## config.mk

```make
export PLATFORM = sky130hd
export DESIGN_NAME = riscv_test_monitor
export DESIGN_NICKNAME = d
export VERILOG_FILES = /design/src/rtl/riscv_test_monitor_pkg.sv /design/src/rtl/riscv_test_monitor_sat_counter.sv /design/src/rtl/riscv_test_monitor.sv
export SDC_FILE = /design/constraint.sdc
export NUM_CORES = 1
export LEC_CHECK = 0
export CORE_MARGIN = 2
export CORE_UTILIZATION = 51
export CTS_BUF_LIST = sky130_fd_sc_hd__clkbuf_8
export CTS_CLUSTER_DIAMETER = 50
export DETAILED_ROUTE_END_ITERATION = 16
export GPL_TIMING_DRIVEN = 0
export HOLD_SLACK_MARGIN = 0.08
export PLACE_DENSITY = 0.87
export SLEW_MARGIN = 20
export SYNTH_ARGS = -nofsm -noshare
export SYNTH_HDL_FRONTEND = slang
export SYNTH_SLANG_ARGS = --single-unit
```

## constraint.sdc

```tcl
create_clock -name clk -period 4.59 [get_ports clk]
set_clock_uncertainty 0.05 [all_clocks]
set_input_delay 0.918 -clock clk [delete_from_list [all_inputs] [get_ports clk]]
set_output_delay 0.918 -clock clk [all_outputs]
set_load 0.005 [all_outputs]
```

## src/rtl/riscv_test_monitor_pkg.sv

```systemverilog
// test_pkg: shared monitor state encoding and tohost constants.
package test_pkg;
  typedef enum logic [2:0] {
    ST_RUN     = 3'd0,
    ST_PASS    = 3'd1,
    ST_FAIL    = 3'd2,
    ST_TIMEOUT = 3'd3,
    ST_HANG    = 3'd4
  } state_e;
  localparam logic [31:0] TOHOST_ADDR_DEF = 32'h0000_1000;
  localparam logic [31:0] PASS_CODE       = 32'h0000_0001;
endpackage

```

## src/rtl/riscv_test_monitor_sat_counter.sv

```systemverilog
// sat_counter: saturating up-counter with sync clear and async active-low reset.
//   clk, rst_n : clock, asynchronous active-low reset
//   i_en       : increment (ignored once all-ones)
//   i_clr      : synchronous clear, wins over i_en
//   o_q        : count value
module sat_counter #(
  parameter int W = 8
) (
  input  logic         clk,
  input  logic         rst_n,
  input  logic         i_en,
  input  logic         i_clr,
  output logic [W-1:0] o_q
);
  logic [W-1:0] r_q;
  always_ff @(posedge clk or negedge rst_n)
    if (!rst_n) r_q <= '0;
    else if (i_clr) r_q <= '0;
    else if (i_en && r_q != '1) r_q <= r_q + 1'b1;
  assign o_q = r_q;
endmodule

```

## src/rtl/riscv_test_monitor.sv

```systemverilog
// riscv_test_monitor: riscv-tests completion monitor (tohost snoop, timeout, pc-hang).
//   clk, rst                      : clock, asynchronous active-low reset
//   en                            : monitor enable
//   mem_we/addr/wdata/wstrb       : core data-memory write port
//   pc                            : core fetch pc
//   done/pass/fail/timeout/hang   : sticky verdict flags decoded from the state register
//   test_num                      : failing test number, 0 otherwise
//   cycles                        : enabled RUN cycles elapsed, frozen once done
module riscv_test_monitor
  import test_pkg::*;
#(
  parameter logic [31:0] TOHOST_ADDR = TOHOST_ADDR_DEF,
  parameter int          MAX_CYCLES  = 5000,
  parameter int          HANG_CYCLES = 64,
  parameter int          CYC_W       = 32
) (
  input  logic             clk,
  input  logic             rst,
  input  logic             en,
  input  logic             mem_we,
  input  logic [31:0]      mem_addr,
  input  logic [31:0]      mem_wdata,
  input  logic [3:0]       mem_wstrb,
  input  logic [31:0]      pc,
  output logic             done,
  output logic             pass,
  output logic             fail,
  output logic             timeout,
  output logic             hang,
  output logic [30:0]      test_num,
  output logic [CYC_W-1:0] cycles
);
  localparam int ST_W = $clog2(HANG_CYCLES + 1);
  state_e           r_state, w_state_nxt;
  logic [31:0]      r_pc_prev;
  logic [30:0]      r_test_num;
  logic [CYC_W-1:0] w_cycles;
  logic [ST_W-1:0]  w_stall;
  logic             w_act, w_same, w_hit, w_tmo, w_hng;
  assign w_act  = (r_state == ST_RUN) & en;
  assign w_same = pc == r_pc_prev;
  // a tohost store of zero carries no verdict, so it is not treated as a hit
  assign w_hit  = mem_we & (mem_addr[31:2] == TOHOST_ADDR[31:2]) & (mem_wstrb == 4'hF) & (mem_wdata != '0);
  // both limits fire on the edge that takes the counter onto the limit
  assign w_tmo  = w_cycles >= CYC_W'(MAX_CYCLES - 1);
  assign w_hng  = w_same & (w_stall >= ST_W'(HANG_CYCLES - 1));
  sat_counter #(.W(CYC_W)) u_cyc (
    .clk(clk), .rst_n(rst), .i_en(w_act), .i_clr(1'b0), .o_q(w_cycles)
  );
  sat_counter #(.W(ST_W)) u_stall (
    .clk(clk), .rst_n(rst), .i_en(w_act & w_same), .i_clr(w_act & ~w_same), .o_q(w_stall)
  );
  always_comb begin
    w_state_nxt = r_state;
    if (w_act)
      w_state_nxt = w_hit ? (mem_wdata == PASS_CODE ? ST_PASS : ST_FAIL) :
                    w_tmo ? ST_TIMEOUT :
                    w_hng ? ST_HANG : ST_RUN;
  end
  always_ff @(posedge clk or negedge rst)
    if (!rst) begin
      r_state    <= ST_RUN;
      r_pc_prev  <= '0;
      r_test_num <= '0;
    end else begin
      r_state <= w_state_nxt;
      if (en) r_pc_prev <= pc;
      if (w_act && w_hit && mem_wdata != PASS_CODE) r_test_num <= mem_wdata[31:1];
    end
  assign pass     = r_state == ST_PASS;
  assign fail     = r_state == ST_FAIL;
  assign timeout  = r_state == ST_TIMEOUT;
  assign hang     = r_state == ST_HANG;
  assign done     = r_state != ST_RUN;
  assign test_num = r_test_num;
  assign cycles   = w_cycles;
endmodule
```

# After elaboration in Yosys (flattened, before gate mapping)
# Cells that the tools add are included.
totals:
  reg_bits: 105
  input_bits: 104
  out_inout_bits: 68
op_classes:
  addsub: 2
  magnitude_cmp: 2
  n_eq_ne: 11
  n_mux: 6
  n_bitwise: 8
  n_reduce_logical: 8
ops:
  columns: ["cell", "count"]
  rows:
  - ["adder 32 x 1 -> 32 bit (second input constant)", 1]
  - ["equality test 32 x 1 -> 1 bit (second input constant)", 1]
  - ["equality test 32 bit", 1]
  - [">= comparator 32 x 13 -> 1 bit (second input constant)", 1]
  - ["!= test 32 x 1 -> 1 bit (second input constant)", 1]
  - ["!= test 32 bit (second input constant)", 1]
  - ["nonzero test 32 bit", 1]
  - ["equality test 30 x 11 -> 1 bit (second input constant)", 1]
  - ["2-to-1 mux 7 bit", 2]
  - ["2-to-1 mux 3 bit", 3]
  - ["adder 7 x 1 -> 7 bit (second input constant)", 1]
  - ["AND 1 bit", 7]
  - [">= comparator 7 x 6 -> 1 bit (second input constant)", 1]
  - ["!= test 7 bit (second input constant)", 1]
  - ["equality test 3 x 2 -> 1 bit (second input constant)", 2]
  - ["equality test 4 bit (second input constant)", 1]
  - ["logical AND 1 bit", 4]
  - ["equality test 3 x 1 -> 1 bit (second input constant)", 1]
  - ["equality test 3 bit (second input constant)", 1]
  - ["zero test 3 bit", 1]
  - ["nonzero test 3 bit", 1]
  - ["2-to-1 mux 2 bit", 1]
  - ["nonzero test 2 bit", 1]
  - ["inverter 1 bit", 1]

# Depth between registers and ports, before layout
# Gate-level depths: netlist (run 1).
depth:
  ltp_word: 6
  mapped_depth: 7
  mapped_depth_nobuf: 6

# By module
# A second synthesis (run 1) with hierarchy kept.
hier_totals:
  cells_unflattened: 484
  hier_area_um2: 5559.1
modules_own_cells:
  columns: ["module", "instances", "cells_each", "area_per_inst_um2", "seq_area_each_um2"]
  rows:
  - ["riscv_test_monitor", 1, 245, 3276.9, 1651.6]
  - ["sat_counter (u_cyc)", 1, 198, 1854.3, 800.8]
  - ["sat_counter (u_stall)", 1, 41, 427.9, 175.2]

# Worst setup path before layout (run 1)
# No wires, ideal clock.
synth_timing:
  path_kind: "input -> register"
  start: "in mem_addr[14]"
  end: "reg r_test_num[0] (netlist: test_num[0])"
  setup_ns: 0.125
  t_arrival_ns: 2.493
  t_required_ns: 4.415
  path_slack_ns: 1.922
  stages: 6
  path_buffers: 1
  path_cell_list: "nor4_2 > nand4_1 > or4_4 > nor2_4 > buf_6 > mux2_4"
synth_via:
  elab_chain_cells: 6
synth_lines:
  columns: ["item", "line_no", "text"]
  rows:
  - ["start, declared", "riscv_test_monitor.sv:21", "input logic [31:0] mem_addr,"]
  - ["equality test 30 x 11 -> 1 bit", "riscv_test_monitor.sv:43", "assign w_hit = mem_we & (mem_addr[31:2] == TOHOST_ADDR[31:2]) & (mem_wstrb == 4'hF) & (mem_wdata != '0);"]
  - ["AND 1 bit (3 in series)", "riscv_test_monitor.sv:43", null]
  - ["logical AND 1 bit (2 in series)", "riscv_test_monitor.sv:68", "if (w_act && w_hit && mem_wdata != PASS_CODE) r_test_num <= mem_wdata[31:1];"]
  - ["end signal, assigned", "riscv_test_monitor.sv:68", null]
  - ["end, declared", "riscv_test_monitor.sv:36", "logic [30:0] r_test_num;"]
# Every way passes these cells.
# A chain may end at the register's enable or synchronous reset.

# Worst setup path after layout (run 1)
layout_timing:
  start: "in mem_addr[3]"
  end: "reg r_test_num[14] (netlist: test_num[14])"
# Same word-level chain as after synthesis.

==> results.yml, run 1 <==
yosys:
  syn_nets: 516
  synth-main-ff-cell: "dfrtp_1"
  synthMuxAreaShare_pct: 17.13
  ys_seq_area_share_pct: 51.31
  syn_inst: 410
  synth_adder_area_share_pct: 0.4886
  synth-edff-count: 0
  ys_types: 44
  ys.warnings.count: 0
  syn_area_per_cell_sq_um: 12.49
  synth_simple_gate_area_share_pct: 15.49
  synth_area_sq_um: 5121
  synth_async_sr_flop_share_pct: 100.0
  synth_top_family_by_area: "multiplexers"
  synth_compound_area_share_pct: 3.127
  synth_xor_area_share_pct: 10.77
  ys_ff_latch: 105
power_and_ir_drop:
  p_per_area_nw_per_um2: 245.3
  leakage_nw: 2.969
  finalPower_mw: 1.767
  p_seq_share_pct: 55.2
  ir_worst_vdd_mv: 0.1396
  switchingPower_mw: 0.3963
  pwr-share-comb_pct: 11.8
  clkPwrFrac_pct: 33.0
  swShare_pct: 22.43
  internal-power_mw: 1.371
cts:
  cts_sinks: 105
  post_cts_buffers: 0
  cts_tree: "done"
  worstSkewPairLatency_ns: 0.36
  cts_buffers: 9
  ctsHoldBuffers: 0
  ctsLongestPathBuffers: 2
  htreeDepth: 3
  ctsResizeCount: 0
  clock-root-buffer: "clkbuf_8"
  path_clk_slew_ns: 0.10
setup_path:
  slowest_stage: "or4_4"
  cp_top_family: "simple AND/OR/NAND/NOR gates"
  critical_path.endpoint_type: "register"
  cp.required_ns: 4.79
  path_max_fanout: 10
  crit_chain: "clkdlybuf4s50_1 > nor4_1 > nand4_1 > or4_4 > nor2_4 > buf_6 > mux2_4"
  startpoint_type: "input pin"
  worstSetupPathType: "in2reg"
  cp.arrival_ns: 3.09
  worst-path-buf-inv: 2
  max_stage_delay_ns: 0.58
global_routing:
  grt_max_degree: 55
  grt-ovfl-total: 0
  grt.total_usage_pct: 24.03
  grt_pass1_wl_um: 20980
  grt_antenna_before_repair: 0
  grt_pass1_vias: 4198
placed_design:
  port_buffers: 168
  gp_congestion: 0.8353
  dp_slack_ns: 1.320
  place_area_sq_um: 6998
  hpwl_um: 9642
final_layout:
  layout-drive-gt1-share_pct: 16.16
  nets: 696
  area_growth_pct: 40.63
  fillers: 657
  antennaDiodeCount: 0
  design_area_sq_um: 7202
timing:
  finalCritPeriodShare_pct: 62.94
  max_freq_mhz: 346.1
  slew_viol_final: 0
  worst_slack_ns: 1.701
  setup_viol_count_final: 0
  rsz0062_at_grt: "no"
  relSlewSlack_pct: 57.73
  period_minus_slack_ns: 2.889
  worst_pin_slew_ns: 0.6288
  hold_viol_final: 0
floorplan:
  core.rowCount: 36
  floorplan.io_pins: 172
  die_x_um: 104.2
  fp.coreArea_sq_um: 9774
  dieArea_sq_um: 10860
  die_h_um: 104.2
  start_util_pct: 52.39
routing:
  wl_per_cell_um: 17.38
  drt_first_pass_iters: 4
  drt_iter0_drc: 128
  avgViaCountPerCell: 5.472
  vias: 3978
  ant_nets: 0
  drc: 0
  routed_wl_um: 12640
outcome:
  status: "finished clean"
job:
  cap_violations: 0
worst_hold_path:
  hp-class: "in2async"
[power by group through the flow]
stage | Clock (mW) | Sequential [mW] | Combinational (mW)
2_1_floorplan | 0 | 0.989 | 0.0785
3_3_place_gp | 0 | 0.992 | 0.199
3_5_place_dp | 0 | 0.994 | 0.210
4_1_cts | 0.596 | 0.976 | 0.212
5_1_grt | 0.632 | 0.979 | 0.226
6_report | 0.583 | 0.976 | 0.209
[worst reg2reg max path: cells and delay by family, from the launching register on]
family	cells	cell delay, ns
DFF	1	0.48
xor gates and xnor gates	1	0.15
and+or+nand+nor	4	1.54
[cells in the mapped netlist (4+ instances only)]
| master | count | area [sq um] |
|---|---|---|
| nor2_1 | 16 | 60.06 |
| nor3_1 | 9 | 45.04 |
| mux2_4 | 30 | 450.4 |
| nand2_1 | 19 | 71.32 |
| dfrtp_1 | 105 | 2628 |
| mux2_2 | 34 | 382.9 |
| a31oi_1 | 4 | 25.02 |
| inv_1 | 6 | 22.52 |
| nand4_1 | 30 | 187.7 |
| xor2_1 | 9 | 78.83 |
| and4_1 | 5 | 43.79 |
| nor4_1 | 19 | 118.9 |
| clkbuf_1 | 4 | 15.01 |
| a21oi_1 | 4 | 20.02 |
| xnor2_1 | 54 | 473.0 |
| and3_1 | 10 | 62.56 |
| nand3_1 | 12 | 60.06 |
[layout by cell type, fill, tap and decap left out, drive strengths merged, types with 9 or more instances in the layout]
cell type | synthesis | routed
nor4 | 22 | 22
and3 | 10 | 10
dfrtp | 105 | 105
nand2 | 19 | 19
nor2 | 17 | 17
clkdlybuf4s50 | 0 | 167
xor2 | 9 | 9
mux2 | 67 | 67
nand3 | 12 | 12
nand4 | 30 | 30
clkbuf | 5 | 16
xnor2 | 54 | 54
nor3 | 9 | 9
[routing by layer]
layer | share of wire [%] | GRT usage, % | routed length, um | up-vias
met5 | 0 | 0 | 0 | -
met4 | 1.5 | 6.950 | 188 | 0
met3 | 3.9 | 4.010 | 498 | 17
met2 | 51 | 41.54 | 6467 | 117
met1 | 43 | 31.22 | 5483 | 1974
li1 | - | - | - | 1870
[worst paths after layout]
path                              start            end  slack (ns)  depth (start not counted)
min reg2reg                test_num[30]   test_num[30]        0.45                          1
max                         mem_addr[3]   test_num[14]        1.70                          7
min in group clk           test_num[30]   test_num[30]        0.45                          1
max reg2reg                  r_state[0]  u_cyc.o_q[24]        2.25                          5
min                                 rst   r_pc_prev[4]        0.44                          1
max in group asynchronous           rst  u_cyc.o_q[31]        3.42                          2
[area by class of cell]
type	instances	area (sq um)	share of cell area, %
buffer	10	63.81	0.8860
clock buffer	11	151.4	2.102
clock inverter	4	52.55	0.7297
inverter	6	22.52	0.3127
multi-input combinational	289	2407	33.43
sequential	105	2628	36.48
tap	133	166.4	2.311
timing repair buffer	169	1710	23.75
[through the flow]
stage                     cells  utilization, %  hold WS (ns)  TNS [ns]
after floorplan             410               -        0.4328         0
after global placement      711           71.30        0.4205   -133.77
after detailed placement    712           71.60        0.4393         0
after CTS                   727           73.68        0.4596         0
after global routing        727           73.68        0.4741         0
final                       727           73.68        0.4444         0
[state kept, by name, indices dropped and copies added, names as in the netlist]
| register | count |
|---|---|
| r_pc_prev | 32 |
| r_state | 3 |
| test_num | 31 |
| u_cyc.o_q | 32 |
| u_stall.o_q | 7 |
[cell families (layout without fill, tap and decap cells)]
logic type | after synthesis | in the layout
fa+ha+maj | 2 | 2
simple gates | 133 | 133
xor+xnor | 63 | 63
flops | 105 | 105
compound gates | 23 | 23
mux | 68 | 68
buf+inv | 16 | 200
(Power assumes the default switching activity.)
==> run 2, diff against run 1 <==
--- a/config.mk
+++ b/config.mk
@@ -6,13 +6,13 @@
 export NUM_CORES = 1
 export LEC_CHECK = 0
 export CORE_MARGIN = 2
-export CORE_UTILIZATION = 51
+export CORE_UTILIZATION = 47
 export CTS_BUF_LIST = sky130_fd_sc_hd__clkbuf_8
 export CTS_CLUSTER_DIAMETER = 50
 export DETAILED_ROUTE_END_ITERATION = 16
 export GPL_TIMING_DRIVEN = 0
 export HOLD_SLACK_MARGIN = 0.08
-export PLACE_DENSITY = 0.87
+export PLACE_DENSITY = 0.81
 export SLEW_MARGIN = 20
 export SYNTH_ARGS = -nofsm -noshare
 export SYNTH_HDL_FRONTEND = slang
==> constraint.sdc (replaced) <==
create_clock -name clk -period 2.8 [get_ports clk]
set_clock_uncertainty 0.05 [all_clocks]
set_input_delay 0.56 -clock clk [delete_from_list [all_inputs] [get_ports clk]]
set_output_delay 0.56 -clock clk [all_outputs]
set_load 0.005 [all_outputs]
==> run 2 against run 1 <==
Register-to-register slack worse by 1.7 ns. Sequential power is 64% higher. Utilization is 6.5 points lower. Sequential share of layout area is 0.095 points lower. Critical path depth stayed put. Count of clock-buffer cells in the layout stayed put. Wire length is 1.7% higher. Worst setup slack worse by 1.5 ns. Largest cell class unchanged.
==> results.yml, run 2 (same netlist as run 1, synthesis figures left out) <==
worst_hold_path:
  hp-class: "reg2reg"
  hold_path.startpoint: "test_num[30]"
final_layout:
  antennaDiodeCount: 0
  layout-drive-gt1-share_pct: 16.13
  layout_common_cells: "clkdlybuf4s50_1 (167), dfrtp_1 (105), xnor2_1 (54)"
  design_area_sq_um: 7221
  nets: 697
  layout.cells.most_common: "clkdlybuf4s50_1"
  area_growth_pct: 41.00
  fillers: 826
outcome:
  status: "finished clean"
power_and_ir_drop:
  pwr-share-comb_pct: 11.8
  finalPower_mw: 2.909
  p_per_area_nw_per_um2: 402.9
  ir_worst_vdd_mv: 0.2767
  clkPwrFrac_pct: 33.2
  swShare_pct: 22.72
  leakage_nw: 2.973
  p_seq_share_pct: 55.0
  internal-power_mw: 2.248
  switchingPower_mw: 0.6610
floorplan:
  core.rowCount: 38
  die_h_um: 108.4
  fp.coreArea_sq_um: 10750
  floorplan.io_pins: 172
  start_util_pct: 47.66
  die_x_um: 108.4
  dieArea_sq_um: 11750
setup_path:
  cp.arrival_ns: 2.74
  startpoint_type: "input pin"
  crit_end: "test_num[14]"
  critical_path.endpoint_type: "register"
  reg2reg_depth: 5
  max_stage_delay_ns: 0.60
  crit_chain: "clkdlybuf4s50_1 > nor4_1 > nand4_1 > or4_4 > nor2_4 > buf_6 > mux2_4"
  slowest_stage: "or4_4"
  r2r-end: "u_cyc.o_q[20]"
  cp.required_ns: 2.99
  rrSetupSlack_ns: 0.51
  path_max_fanout: 10
  critPathLaunch: "mem_addr[3]"
  worstSetupPathType: "in2reg"
  r2r_start: "r_state[0]"
routing:
  routed_wl_um: 12860
  drt_first_pass_iters: 4
  avgViaCountPerCell: 5.396
  wl_met2_um: 6182
  vias: 3966
  drt_iter0_drc: 133
  wl_met3_um: 637
  wl_per_cell_um: 17.49
  met1Wirelength_um: 5655
  highest_layer: "met4"
  drc: 0
  ant_nets: 0
placed_design:
  port_buffers: 168
  dp_slack_ns: -0.1111
  place_area_sq_um: 7007
  hpwl_um: 9831
  gp_congestion: 0.8467
job:
  cap_violations: 0
global_routing:
  grt_pass1_wl_um: 20880
  grt-ovfl-total: 0
  grt_pass1_vias: 4241
  grt.total_usage_pct: 22.95
  grt_antenna_before_repair: 0
  grt_max_degree: 58
cts:
  cts_buffers: 9
  cts_tree: "done"
  post_cts_buffers: 0
  ctsLongestPathBuffers: 2
  ctsResizeCount: 0
  worstSkewPairLatency_ns: 0.36
  htreeDepth: 3
  path_clk_slew_ns: 0.09
  clock-root-buffer: "clkbuf_8"
  ctsHoldBuffers: 1
  cts_sinks: 105
timing:
  worst_slack_ns: 0.2454
  hold_viol_final: 0
  setup_viol_count_final: 0
  rsz0062_at_grt: "no"
  relSlewSlack_pct: 58.17
  finalCritPeriodShare_pct: 91.24
  max_freq_mhz: 391.4
  worst_pin_slew_ns: 0.6275
  hold_ws_ns: 0.4637
  slew_viol_final: 0
  period_minus_slack_ns: 2.555
==> run 2: cell count changes in the layout (fill, tap and decap cells not counted), sizes merged <==
cell and change:
dlygate4sd3 +1
==> run 2: how the worst min path moves through the flow <==
stage / slack (ns) / cells past startpoint / to
final: 0.46 / 1 / test_num[30]
after global placement: 0.42 / 1 / test_num[30]
after CTS: 0.47 / 1 / test_num[30]
after global routing: 0.48 / 1 / test_num[26]
after detailed placement: 0.45 / 1 / test_num[21]
after floorplan: 0.21 / 0 / r_pc_prev[0]
==> run 2: cell type report <==
type	count	area, sq um	share of cell area, %
Buffer	10	63.81	0.8837
Multi-Input combinational cell	289	2407	33.34
Sequential cell	105	2628	36.39
Clock inverter	4	52.55	0.7278
Inverter	6	22.52	0.3119
Clock buffer	11	151.4	2.097
Timing Repair Buffer	170	1720	23.83
Tap cell	140	175.2	2.426
==> run 2: per-layer routing <==
layer,vias up,global-route usage (%)
li1,1868,-
met2,135,38.10
met3,26,4.882
met4,0,8.974
met5,-,0
met1,1937,29.45
==> run 2: power by group through the flow <==
stage / combinational [mW] / clock [mW] / sequential [mW]
after detailed placement: 0.344 / 0 / 1.63
final: 0.343 / 0.967 / 1.60
after floorplan: 0.129 / 0 / 1.62
after global routing: 0.372 / 1.06 / 1.61
after global placement: 0.329 / 0 / 1.63
after CTS: 0.348 / 0.997 / 1.60
==> run 2: worst max-delay path: cells and delay by family <==
| family | cells | cell delay (ns) |
|---|---|---|
| buffers and inverters | 2 | 0.61 |
| and+or+nand+nor | 4 | 1.25 |
| muxes | 1 | 0.31 |
==> run 2: through the flow <==
step	instances	utilization [%]	setup TNS, ns
after floorplan	410	-	0
after global placement	718	64.94	-292.65
after detailed placement	719	65.21	-2.825
after CTS	735	67.20	0
after global routing	735	67.20	0
final	735	67.20	0
==> run 3, diff against run 2 <==
--- a/config.mk
+++ b/config.mk
@@ -5,6 +5,7 @@
 export SDC_FILE = /design/constraint.sdc
 export NUM_CORES = 1
 export LEC_CHECK = 0
+export CAP_MARGIN = 40
 export CORE_MARGIN = 2
 export CORE_UTILIZATION = 47
 export CTS_BUF_LIST = sky130_fd_sc_hd__clkbuf_8
==> run 3 against run 2 <==
Sequential share of layout area did not move. Wire length did not move. Cell area did not move. Largest cell class unchanged. Register-to-register slack barely moved. Largest power group unchanged.
==> results.yml, run 3 (same netlist as run 1, synthesis figures left out) <==
global_routing:
  grt_max_degree: 58
  grt.total_usage_pct: 22.95
  met1_usage_pct: 29.45
  grt-ovfl-total: 0
  top_usage_layer: "met2"
  grt_antenna_before_repair: 0
  grt_util_met2_pct: 38.10
  grt_use_met3_pct: 4.882
  grt_pass1_vias: 4241
  grt_pass1_wl_um: 20880
final_layout:
  finalNonFillerCells: 735
  nets: 697
  layout.cells.most_common: "clkdlybuf4s50_1"
  layout-drive-gt1-share_pct: 16.13
  fin_util_pct: 67.20
  layout_common_cells: "clkdlybuf4s50_1 (167), dfrtp_1 (105), xnor2_1 (54)"
  area_growth_pct: 41.00
  antennaDiodeCount: 0
setup_path:
  cp.arrival_ns: 2.74
  path_max_fanout: 10
  slowest_stage: "or4_4"
  critical_path.endpoint_type: "register"
  worst-path-buf-inv: 2
  cp_top_family: "simple AND/OR/NAND/NOR gates"
  startpoint_type: "input pin"
  worstSetupPathType: "in2reg"
  max_stage_delay_ns: 0.60
  crit_chain: "clkdlybuf4s50_1 > nor4_1 > nand4_1 > or4_4 > nor2_4 > buf_6 > mux2_4"
  cp.required_ns: 2.99
floorplan:
  dieArea_sq_um: 11750
  core.rowCount: 38
  fp.coreArea_sq_um: 10750
  die_x_um: 108.4
  floorplan.io_pins: 172
  start_util_pct: 47.66
  die_h_um: 108.4
cts:
  worstSkewPairLatency_ns: 0.36
  cts_buffers: 9
  ctsHoldBuffers: 1
  cts_tree: "done"
  cts_sinks: 105
  htreeDepth: 3
  post_cts_buffers: 0
  ctsLongestPathBuffers: 2
  clock-root-buffer: "clkbuf_8"
  path_clk_slew_ns: 0.09
  ctsResizeCount: 0
timing:
  finalCritPeriodShare_pct: 91.24
  max_freq_mhz: 391.4
  worst_slack_ns: 0.2454
  relSlewSlack_pct: 58.17
  worst_pin_slew_ns: 0.6275
  rsz0062_at_grt: "no"
  setup_viol_count_final: 0
  slew_viol_final: 0
  period_minus_slack_ns: 2.555
  hold_viol_final: 0
  hold_ws_ns: 0.4637
  finalSetupTns_ns: 0
routing:
  drc: 0
  wl_per_cell_um: 17.49
  vias: 3966
  ant_nets: 0
  avgViaCountPerCell: 5.396
  drt_first_pass_iters: 4
  drt_iter0_drc: 133
  routed_wl_um: 12860
power_and_ir_drop:
  ir_worst_vdd_mv: 0.2767
  p_per_area_nw_per_um2: 402.9
  leakage_nw: 2.973
placed_design:
  hpwl_um: 9831
  port_buffers: 168
  placed_cells: 719
  dp_slack_ns: -0.1111
  gp_congestion: 0.8467
outcome:
  status: "finished clean"
job:
  cap_violations: 0
worst_hold_path:
  hp-class: "reg2reg"
-- run 3: cell counts in the layout (fill, tap and decap cells not counted) --
Identical to the previous run, type by type.
-- run 3: area by class of cell --
cell class | count | area (sq um)
repair buffers | 170 | 1720
inverters | 6 | 22.52
plain buffers | 10 | 63.81
flip-flops and latches | 105 | 2628
well taps | 140 | 175.2
clock buffers | 11 | 151.4
multi-input cells | 289 | 2407
fillers | 826 | 3525
clock inverters | 4 | 52.55
-- run 3: path summary, 6_finish.rpt --
path / endpoint / depth (start not counted) / from / slack [ns]
max: test_num[14] / 7 / mem_addr[3] / 0.25
min: test_num[30] / 1 / test_num[30] / 0.46
max reg2reg: u_cyc.o_q[20] / 5 / r_state[0] / 0.51
min reg2reg: test_num[30] / 1 / test_num[30] / 0.46
max in group asynchronous: u_cyc.o_q[29] / 3 / rst / 1.42
min in group asynchronous: test_num[17] / 2 / rst / 0.65
-- run 3: power breakdown --
| part | internal (mW) | leakage [nW] | switching, mW |
|---|---|---|---|
| Sequential | 1.56 | 1.37 | 0.0356 |
| Combinational | 0.225 | 1.50 | 0.119 |
| Clock | 0.460 | 0.105 | 0.507 |
| Total | 2.25 | 2.97 | 0.661 |
-- run 3: stage by stage --
step                power [mW]  instance area [sq um]
floorplan                1.751                   5121
global placement         1.955                   6978
detailed placement       1.974                   7007
CTS                      2.944                   7221
global route             3.035                   7221
finish                   2.909                   7221
-- run 3: metal layers --
layer	vias up	part of all wire, %
met5	-	0
met4	0	3.0
met3	26	5.0
met2	135	48
met1	1937	44
li1	1868	-
